===== config.mk =====
export PLATFORM = sky130hd
export DESIGN_NAME = reg_writeback_buffer
export DESIGN_NICKNAME = d
export VERILOG_FILES = /design/src/rtl/reg_writeback_buffer.sv
export SDC_FILE = /design/constraint.sdc
export NUM_CORES = 1
export LEC_CHECK = 0
export CORE_AREA = 3 3 149 151
export CTS_CLUSTER_SIZE = 40
export DETAILED_ROUTE_END_ITERATION = 10
export DIE_AREA = 0 0 152 154
export DONT_BUFFER_PORTS = 1
export HOLD_SLACK_MARGIN = 0.06
export PLACE_DENSITY_LB_ADDON = 0.2
export REMOVE_ABC_BUFFERS = 1
export SYNTH_ARGS = -nofsm -noshare
export SYNTH_HDL_FRONTEND = slang
export SYNTH_SLANG_ARGS = --single-unit

===== constraint.sdc =====
create_clock -name clk -period 3.15 [get_ports clk]
set_input_delay 0.315 -clock clk [delete_from_list [all_inputs] [get_ports clk]]
set_output_delay 0.315 -clock clk [all_outputs]
set_load 0.01 [all_outputs]

===== src/rtl/reg_writeback_buffer.sv =====
// reg_writeback_buffer: FIFO of pending register-file writes with youngest-match bypass
module reg_writeback_buffer #(
  parameter int XLEN  = 32,
  parameter int DEPTH = 4
) (
  input  logic                     clk,
  input  logic                     reset,
  input  logic                     in_valid,
  output logic                     in_ready,
  input  logic [4:0]               in_rd,
  input  logic [XLEN-1:0]          in_data,
  input  logic                     rf_hold,
  output logic                     rf_we,
  output logic [4:0]               rf_waddr,
  output logic [XLEN-1:0]          rf_wdata,
  input  logic [4:0]               byp_rs1,
  input  logic [4:0]               byp_rs2,
  output logic                     byp_hit1,
  output logic                     byp_hit2,
  output logic [XLEN-1:0]          byp_data1,
  output logic [XLEN-1:0]          byp_data2,
  output logic [$clog2(DEPTH):0]   count
);
  localparam int AW = $clog2(DEPTH);
  localparam logic [AW:0] FULL = DEPTH[AW:0];
  logic [AW-1:0]     rd_ptr_q, rd_ptr_d, wr_ptr_q, wr_ptr_d;
  logic [AW:0]       cnt_q, cnt_d;
  logic [4:0]        rd_q   [DEPTH];
  logic [XLEN-1:0]   data_q [DEPTH];
  logic              push, pop;
  logic [AW-1:0]     idx;
  assign in_ready = cnt_q < FULL;
  assign push     = in_valid && in_ready && in_rd != 5'd0;
  assign pop      = cnt_q != '0 && !rf_hold;
  assign rf_we    = pop;
  assign rf_waddr = pop ? rd_q[rd_ptr_q] : 5'd0;
  assign rf_wdata = pop ? data_q[rd_ptr_q] : '0;
  assign count    = cnt_q;
  // next-state for pointers and occupancy; x0 requests handshake but never enqueue
  always_comb begin
    rd_ptr_d = pop ? rd_ptr_q + 1'b1 : rd_ptr_q;
    wr_ptr_d = push ? wr_ptr_q + 1'b1 : wr_ptr_q;
    cnt_d    = cnt_q + (AW+1)'(push) - (AW+1)'(pop);
  end
  // pointer and occupancy registers; reset discards all pending entries
  always_ff @(posedge clk) begin
    if (reset) begin
      rd_ptr_q <= '0;
      wr_ptr_q <= '0;
      cnt_q    <= '0;
    end else begin
      rd_ptr_q <= rd_ptr_d;
      wr_ptr_q <= wr_ptr_d;
      cnt_q    <= cnt_d;
    end
  end
  // entry storage; validity comes solely from the occupancy window
  always_ff @(posedge clk) begin
    if (push) begin
      rd_q[wr_ptr_q]   <= in_rd;
      data_q[wr_ptr_q] <= in_data;
    end
  end
  // bypass scans oldest to youngest so the youngest match wins
  always_comb begin
    byp_hit1  = 1'b0;
    byp_hit2  = 1'b0;
    byp_data1 = '0;
    byp_data2 = '0;
    idx       = '0;
    for (int k = 0; k < DEPTH; k++) begin
      idx = rd_ptr_q + AW'(k);
      if (k < int'(cnt_q) && byp_rs1 != 5'd0 && rd_q[idx] == byp_rs1) begin
        byp_hit1  = 1'b1;
        byp_data1 = data_q[idx];
      end
      if (k < int'(cnt_q) && byp_rs2 != 5'd0 && rd_q[idx] == byp_rs2) begin
        byp_hit2  = 1'b1;
        byp_data2 = data_q[idx];
      end
    end
  end
endmodule


==> qor.txt, run 1 <==
Worst R2R Path Depth = 5
Final HPWL DP = 23.01 mm
Max Root-Sink Buffers = 2
Final hold violations = 0
Outcome = complete, but fails checks
F_max = 275.0 MHz
Crit path launch type = flip-flop
Hold Slack = 0.3150 ns
Overflow left after global routing = 0
CTS tree = built
P_int = 6.094 mW
Placed insts = 1229
DR vias/cell = 7.525
Top Family by Delay on Critical Path = buffers and inverters
WL/cell = 29.99 µm
Worst Hold Depth = 3
Clock buffer count from CTS = 17
Most frequent cells in the layout = 148 x edfxtp_1, 146 x mux4_2, 122 x buf_4
Synth Flop Type = edfxtp_1
Root buf cell = clkbuf_16
First-pass GRT wire length = 58.79 mm
Post-synthesis cell type count = 44
Seq/Total Area, Yosys = 40.00%
Final critical-path required period = 3.637 ns
Critical path type = flip-flop to primary output
Register area = 4637 µm²
DR vias = 10129
P_sw = 3.954 mW
Filler Cell Count = 1322
Clock transition at path regs = 0.07 ns
Hold endpoint = wr_ptr_q[1]
Iter 0 DRT Violations = 1346
Net switching fraction of the power = 39.35%
Worst Path Arrival = 3.32 ns
CP bufs+invs = 5
NumNets Final = 1117
Area of the multi-input gates = 7480 µm²
Die Ht = 154 µm
Async SR Flop Fraction = 0%
Comb pwr share = 52.0%
Fin crit share = 115.5%
Worst hold path class = input port to flip-flop
Routed Antenna Nets = 0
Layout Utilization = 73.26%
H-tree depth = 4
Clock power share = 20.5%
Worst Setup Slack, final = -0.4868 ns
Hold Startpoint = in_valid
Failing checks = setup timing
# clock sinks = 157
Die area = 23410 µm²
Most common cell after layout, fill and taps aside = edfxtp_1
Max FO, Critical Path = 16
YS warnings = 0
DRT Wirelength = 40.37 mm
Share of cells above drive strength 1 = 48.79%
Post-synth EDFFs = 148
CP Capture Type = primary output
Initial antenna violation count = 1
Vias in the first global route = 10203
Yosys reg bits = 157
WP data required = 2.83 ns
Chip width = 152 µm
Residual DRC = 0
Clock latency on the worst-skew pair = 0.44 ns
P_leak = 4.990 nW
CP peak stage delay = 0.51 ns
RSZ-0062 raised after global routing = yes
Max-cap violation count = 0
Pwr/cell area = 654.5 nW/µm²
Avg Synthesized Cell Area = 12.36 µm²
Sequential power share = 27.6%
Total Routing Usage GR = 32.24%
RR Startpoint = count[2]
Synth Cell Area = 11560 µm²
Slew headroom = 18.72%
R2r endpoint = rd_q[2][4]
Tot Pwr = 10.05 mW
Core Box Area = 20960 µm²
Slowest cell on crit path = mux4_2
Largest net degree at the start of global routing = 74
Worst-path cell chain = buf_6 -> mux4_2 -> buf_4 -> xnor2_2 -> nand2_1 -> nor4_4 -> buf_6 -> buf_16 -> a31oi_2 -> a211oi_1 -> buf_4
Max Slew Vio Count = 0
Area after DPL = 12670 µm²
Worst-margin pin slew = 1.219 ns
Finished Layout Cells = 1346
Mapped Cells = 935
Area delta synth->final = 32.81%
Worst clock skew = 0.008106 ns
Peak supply drop = 431.0 µV
Fin area = 15350 µm²
Reg2reg setup slack = 0.74 ns
Final setup viols = 66
First-pass DRT Iterations = 7
Initial Util = 55.16%
IO Port Bufs = 0
GP Congestion = 0.8956
Ports = 159
Cell Rows = 53
## cell type report
type                       count  area share, %
antenna                        1        0.01630
tap                          275          2.241
clock inverter                15          1.068
multi-input combinational    632          48.72
inverter                      40         0.9780
sequential                   157          30.20
timing repair buffer         209          14.00
clock buffer                  17          2.771
## logic make-up after synthesis
family / count (synthesis) / synth area share (%)
and+or+nand+nor: 282 / 12.06
DFF: 157 / 40.00
muxes: 156 / 29.33
buffers and inverters: 147 / 5.228
AOI/OAI and AO/OA: 142 / 9.157
xor gates and xnor gates: 42 / 3.182
adders and majority gates: 9 / 1.039
## power groups by stage
stage / Clock [mW] / Combinational (mW) / Sequential [mW]
after floorplan: 0 / 2.88 / 3.11
after global placement: 0 / 4.28 / 2.78
after detailed placement: 0 / 4.36 / 2.80
after CTS: 2.06 / 4.68 / 2.76
after global routing: 2.16 / 5.50 / 2.79
final: 2.06 / 5.22 / 2.77
## how the worst max path moves through the flow
| stage | from | end | slack, ns | cells past startpoint |
|---|---|---|---|---|
| global placement | rd_ptr_q[0] | byp_data1[4] | -0.19 | 9 |
| global route | rd_q[2][3] | byp_data2[1] | -0.51 | 12 |
| detailed placement | rd_ptr_q[0] | byp_data1[1] | -0.20 | 8 |
| CTS | rd_ptr_q[0] | byp_data1[4] | -0.39 | 9 |
| finish | rd_q[2][3] | byp_data1[28] | -0.49 | 11 |
| floorplan | rd_ptr_q[0] | byp_data2[31] | -5.08 | 6 |
## tightest hold or removal path, cell delays in order
cell and delay, ns:
o311a_1 0.18, mux2i_1 0.15, nor2_1 0.08
## flip-flops by register name, indices dropped and copies added (netlist names), named ones only
| register | cells |
|---|---|
| count | 3 |
| rd_q | 20 |
| rd_ptr_q | 2 |
| wr_ptr_q | 2 |
| data_q | 128 |
## synthesized netlist by cell type (2+ instances only)
cell type | n | area [µm²]
or2_2 | 2 | 12.51
mux2i_1 | 8 | 80.08
a31oi_1 | 31 | 193.9
mux4_2 | 146 | 3288
and2_1 | 43 | 269.0
xor2_1 | 11 | 96.34
or3_1 | 4 | 25.02
buf_2 | 21 | 105.1
dfxtp_1 | 9 | 180.2
ha_1 | 8 | 100.1
o31ai_1 | 31 | 232.7
a211oi_1 | 35 | 262.8
buf_6 | 2 | 22.52
xnor2_1 | 31 | 271.5
a21oi_1 | 5 | 25.02
nor3_1 | 66 | 330.3
a311oi_1 | 31 | 271.5
nand4_1 | 4 | 25.02
mux2_2 | 2 | 22.52
nand2_1 | 43 | 161.4
inv_1 | 40 | 150.1
clkbuf_1 | 72 | 270.3
o311a_1 | 2 | 20.02
buf_1 | 9 | 33.78
nor3b_1 | 2 | 15.01
o21ai_1 | 2 | 10.01
nor2_1 | 74 | 277.8
nand3_1 | 4 | 20.02
buf_4 | 3 | 22.52
and2_0 | 2 | 12.51
edfxtp_1 | 148 | 4444
nor4_1 | 32 | 200.2
## what timing repair did
action                                  4_1_cts  5_1_grt
gates resized for setup                      68      154
hold buffers                                 38        0
hold endpoints to repair                    157        0
cloned                                        6        4
pin swaps                                    51       43
buffers inserted                             20       22
endpoints found under the setup margin       66       66
## layer usage
metal  share of wire, %  global-route usage (%)  vias to the layer above
li1                   -                       -                     4010
met1                 33                   40.38                     4995
met2                 48                   52.37                      898
met3                 13                   9.203                      226
met4                5.5                   15.11                        0
met5                  0                       0                        -
## through the flow
step	setup TNS, ns	setup slack (ns)
3_3_place_gp	-2.089	-0.1852
5_1_grt	-26.74	-0.5059
2_1_floorplan	-325.26	-5.082
3_5_place_dp	-2.686	-0.2000
6_report	-21.64	-0.4868
4_1_cts	-19.63	-0.3896
No activity file was read; power rests on OpenSTA's default activity.
==> run 2: changes to the inputs <==
CELL_PAD_IN_SITES_DETAIL_PLACEMENT = 1   (was unset)
CELL_PAD_IN_SITES_GLOBAL_PLACEMENT = 2   (was unset)
CORE_AREA = 3 3 167 169   (was 3 3 149 151)
DIE_AREA = 0 0 170 172   (was 0 0 152 154)
==> qor.txt, run 2 (synthesized netlist as in run 1, its figures left out) <==
Die area = 29240 µm² (was 23410 µm²)
CTS tree = built (unchanged)
Vias in the first global route = 10522 (was 10203)
Sequential power share = 26.7% (was 27.6%)
WP data required = 2.83 ns (about the same)
Fin area = 16080 µm² (was 15350 µm²)
F_max = 283.8 MHz (was 275.0 MHz)
WL/cell = 31.93 µm (was 29.99 µm)
Worst-margin pin slew = 1.198 ns (was 1.219 ns)
CP Capture Type = primary output (unchanged)
Ports = 159 (unchanged)
Most frequent cells in the layout = 148 x edfxtp_1, 146 x mux4_2, 99 x buf_4 (was 148 x edfxtp_1, 146 x mux4_2, 122 x buf_4)
Cell Rows = 60 (was 53)
Peak supply drop = 591.4 µV (was 431.0 µV)
Layout Utilization = 60.17% (was 73.26%)
Slew headroom = 20.12% (was 18.72%)
Share of cells above drive strength 1 = 52.85% (was 48.79%)
Chip width = 170 µm (was 152 µm)
Final setup viols = 65 (was 66)
CP peak stage delay = 0.60 ns (was 0.51 ns)
IO Port Bufs = 0 (unchanged)
Crit path launch type = flip-flop (unchanged)
DRT Wirelength = 45.08 mm (was 40.37 mm)
P_sw = 4.235 mW (was 3.954 mW)
DR vias/cell = 7.040 (was 7.525)
Worst Path Arrival = 3.21 ns (was 3.32 ns)
Finished Layout Cells = 1412 (was 1346)
Clock power share = 20.0% (was 20.5%)
Failing checks = setup timing (unchanged)
Total Routing Usage GR = 28.77% (was 32.24%)
Most common cell after layout, fill and taps aside = edfxtp_1 (unchanged)
Core Box Area = 26730 µm² (was 20960 µm²)
First-pass DRT Iterations = 5 (was 7)
Clock buffer count from CTS = 17 (unchanged)
Slowest cell on crit path = or4_4 (was mux4_2)
Residual DRC = 0 (unchanged)
Net switching fraction of the power = 41.14% (was 39.35%)
Area delta synth->final = 39.11% (was 32.81%)
Outcome = complete, but fails checks (unchanged)
Register area = 4637 µm² (unchanged)
Comb pwr share = 53.3% (was 52.0%)
Max-cap violation count = 0 (unchanged)
P_leak = 5.192 nW (was 4.990 nW)
Final hold violations = 0 (unchanged)
Final HPWL DP = 26.96 mm (was 23.01 mm)
Placed insts = 1287 (was 1229)
Worst-path cell chain = mux4_2 -> xor2_1 -> or4_4 -> buf_12 -> nor3_4 -> a31oi_2 -> a211oi_2 -> buf_4 -> buf_6 (was buf_6 -> mux4_2 -> buf_4 -> xnor2_2 -> nand2_1 -> nor4_4 -> buf_6 -> buf_16 -> a31oi_2 -> a211oi_1 -> buf_4)
GP Congestion = 0.8817 (was 0.8956)
Critical path type = flip-flop to primary output (unchanged)
Hold Slack = 0.3374 ns (was 0.3150 ns)
Die Ht = 172 µm (was 154 µm)
Clock transition at path regs = 0.07 ns (about the same)
P_int = 6.059 mW (was 6.094 mW)
Area of the multi-input gates = 7963 µm² (was 7480 µm²)
Max Slew Vio Count = 0 (unchanged)
RR Startpoint = count[2] (unchanged)
Pwr/cell area = 640.1 nW/µm² (was 654.5 nW/µm²)
Max Root-Sink Buffers = 2 (unchanged)
H-tree depth = 4 (unchanged)
Worst Setup Slack, final = -0.3737 ns (was -0.4868 ns)
Final critical-path required period = 3.524 ns (was 3.637 ns)
Largest net degree at the start of global routing = 52 (was 74)
RSZ-0062 raised after global routing = yes (unchanged)
Iter 0 DRT Violations = 852 (was 1346)
Root buf cell = clkbuf_16 (unchanged)
DR vias = 9941 (was 10129)
Overflow left after global routing = 0 (unchanged)
Crit path from = rd_q[0][2] (was rd_q[2][3])
Initial antenna violation count = 1 (unchanged)
Ant. Diodes = 0 (was 1)
Most flops, register = data_q (unchanged)
Worst hold path class = input port to flip-flop (unchanged)
Number of flip-flops in the largest register = 128 (unchanged)
Hold Startpoint = in_valid (unchanged)
Fin crit share = 111.9% (was 115.5%)
# clock sinks = 157 (unchanged)
Routed Antenna Nets = 0 (unchanged)
Initial Util = 43.25% (was 55.16%)
NumNets Final = 1118 (was 1117)
First-pass GRT wire length = 64.21 mm (was 58.79 mm)
Filler Cell Count = 2528 (was 1322)
Worst clock skew = 0.007951 ns (was 0.008106 ns)
Area after DPL = 12660 µm² (was 12670 µm²)
Max FO, Critical Path = 14 (was 16)
Clock latency on the worst-skew pair = 0.43 ns (was 0.44 ns)
run 2: per-stage QoR:
stage | power (mW) | worst slack, ns | setup TNS, ns
floorplan | 5.987 | -5.082 | -325.26
global placement | 7.037 | -0.01022 | -0.01022
detailed placement | 7.198 | -0.1168 | -1.161
CTS | 9.675 | -0.2731 | -13.17
global route | 10.73 | -0.4586 | -23.77
finish | 10.29 | -0.3737 | -17.62
run 2: area by class of cell:
| cell class | count | share of cell area, % |
|---|---|---|
| tap | 341 | 2.653 |
| multi-input combinational | 632 | 49.52 |
| clock buffer | 17 | 2.646 |
| inverter | 40 | 0.9337 |
| sequential | 157 | 28.84 |
| clock inverter | 15 | 0.9493 |
| timing repair buffer | 210 | 14.46 |
run 2: layer usage:
metal	part of all wire, %	track usage, %	up-vias
met5	0.016	0	-
met4	3.5	12.52	2
met3	6.7	4.870	126
met2	52	50.26	545
met1	38	35.49	5241
li1	-	-	4027
run 2: final timing paths:
path / end / slack, ns / cells past startpoint
min reg2reg: wr_ptr_q[1] / 0.57 / 2
max reg2reg: data_q[2][6] / 0.75 / 5
max: byp_data1[15] / -0.37 / 9
min: wr_ptr_q[1] / 0.34 / 3
run 2: timing repair:
item                                    CTS  global route
endpoints found under the hold margin   157             0
setup buffers                            17            28
pin swaps                                40            69
resized for setup                       137           197
hold buffers                             38             0
endpoints found under the setup margin   66            66
cloned                                    4             7
run 2: critical path: cells and delay by family, from the launching register on:
family / cells / cell delay, ns
AND/OR/NAND/NOR: 2 / 0.78
multiplexers: 1 / 0.55
buffers and inverters: 3 / 0.48
flip-flops: 1 / 0.45
AO/OA/AOI/OAI: 2 / 0.35
XOR/XNOR: 1 / 0.17
run 2: power by group through the flow:
stage               combinational [mW]  clock (mW)  sequential [mW]
global placement                  4.29           0             2.75
floorplan                         2.88           0             3.11
CTS                               4.86        2.07             2.74
detailed placement                4.42           0             2.78
finish                            5.49        2.06             2.75
global route                      5.78        2.17             2.78
==> RTL edit (flow settings as in run 1) <==
Make the reset (`reset`) asynchronous in one clocked block.
--- a/src/rtl/reg_writeback_buffer.sv
+++ b/src/rtl/reg_writeback_buffer.sv
@@ -43,7 +43,7 @@
     cnt_d    = cnt_q + (AW+1)'(push) - (AW+1)'(pop);
   end
   // pointer and occupancy registers; reset discards all pending entries
-  always_ff @(posedge clk) begin
+  always_ff @(posedge clk or posedge reset) begin
     if (reset) begin
       rd_ptr_q <= '0;
       wr_ptr_q <= '0;
Check against the original RTL: differs if reset is asserted again (counterexample within 4 cycles, from zero or initial values and one cycle with reset high); with reset held inactive, the same outputs for 4 cycles.
==> RTL edit against run 1 <==
Count of clock-buffer cells in the layout unchanged; sequential cell count down 2; clock skew up 0.64 ps; synthesized area down 2.5%; setup slack worse by 55 ps; wire length down 5.5%; critical endpoint is now byp_data1[12]; the run still ends with negative setup slack left; synthesized cell count up 18%; critical path type unchanged; design area up 0.53%; power up 48%; final cell count up 14%; sequential power about the same; utilization up 0.39 points.
==> RTL edit: results (changes against run 1) <==
| Metric | Value |
|---|---|
| CP peak stage delay | 550 ps (+40 ps) |
| Global-route wire length before repair | 56000 um (-4.7%) |
| Nets | 1307 (+17%) |
| Worst endpoint data arrival time | 3380 ps (+60 ps) |
| Initial antenna violation count | 0 (-1) |
| Async SR Flop Fraction | 4.52% (+4.5 points) |
| Drt first-iter violations | 884 (-34%) |
| Detailed placer's ending HPWL | 21900 um (-4.7%) |
| Avg Vias per Cell | 6.62 (-12%) |
| Fin cells | 1535 (+14%) |
| Post-synth top cells | edfxtp_1, mux2i_1, nand2_1, nor2_1, a21oi_1 |
| GR Util All Layers | 30.2% (-2.0 points) |
| Failing checks | negative setup slack |
| RD Place Congestion | 0.926 (+3.3%) |
| Layout cell share with drive strength beyond 1 | 37.2% (-12 points) |
| Seq/Total Area, Yosys | 41.0% (+0.99 points) |
| Reg2Reg Setup Slack | 860 ps (+120 ps) |
| Peak VDD IR | 0.596 mV (+38%) |
| Layout Skew | 8.75 ps (+0.643 ps) |
| Slew @ Worst Pin | 833 ps (-386 ps) |
| Avg Cell Area, Syn | 10.2 um2 (-17%) |
| Drt wl/cell | 24.9 um (-17%) |
| Drt first pass iters | 5 (-2) |
| Setup ws final | -541 ps (-54.7 ps) |
| Critical Path Slowest Stage Cell | or4_4 |
| Library cells used by synthesis | 56 (+27%) |
| Post-Place Cells | 1419 (+15%) |
| FILL cells | 1384 (+4.7%) |
| Reg2reg end | data_q[0][20] |
| Vias in the first global route | 9882 (-3.1%) |
| Post-Place Cell Area | 12500 um2 (-1.6%) |
| Reg-to-reg startpoint | count[2] |
| Final setup vio count | 66 (unchanged) |
| Outcome | complete, but fails checks |
| Crit-path max FO | 6 (-10) |
[RTL edit: cells by family after synthesis]
| family | Yosys count | synth area share (%) |
|---|---|---|
| buffers and inverters | 117 | 4.71 |
| multiplexers | 187 | 19.6 |
| adder cells (fa/ha/maj) | 9 | 1.07 |
| flip-flops | 155 | 41.0 |
| AO/OA/AOI/OAI | 244 | 14.7 |
| XOR/XNOR | 39 | 3.03 |
| AND/OR/NAND/NOR | 352 | 15.9 |
[RTL edit: cell type report]
type	count	area, um2	area share [%]
Clock inverter	15	153	0.989
Timing Repair Buffer	226	2430	15.8
Inverter	16	62.6	0.405
Tap cell	275	344	2.23
Multi-Input combinational cell	831	7390	47.9
Clock buffer	17	425	2.76
Sequential cell	155	4630	30.0
[RTL edit: timing repair]
action / CTS / global route
endpoints found under the setup margin: 65 / 73
pin swaps: 37 / 56
buffers inserted: 31 / 16
resized for setup: 160 / 114
hold buffers: 38 / 0
gates cloned: 6 / 1
hold endpoints to repair: 155 / 0
[RTL edit: worst min-delay path by stage]
stage               cells after the start           to  startpoint
finish                                  2     count[0]       reset
floorplan                               1     count[0]       reset
global route                            2  wr_ptr_q[0]    in_valid
CTS                                     2  wr_ptr_q[0]    in_valid
global placement                        1  wr_ptr_q[0]       reset
detailed placement                      1  wr_ptr_q[0]       reset
[RTL edit: report_power, final]
part | total, mW | switching, mW | internal, mW
clock | 2.01 | 0.891 | 1.12
combinational | 10.0 | 5.63 | 4.41
sequential | 2.78 | 0.169 | 2.61
[RTL edit: per-layer routing]
layer	global-route usage (%)	vias up	share of wire [%]
met4	13.1	0	3.8
met5	0	-	0
met1	38.7	5021	39
met3	6.33	126	8.6
li1	-	4407	-
met2	49.9	610	49
[RTL edit: metrics by stage]
step | TNS (ps) | hold slack [ps]
finish | -29570 | 303
floorplan | -492950 | 118
global placement | -2450 | 195
detailed placement | -3800 | 201
CTS | -24060 | 277
global route | -35580 | 311
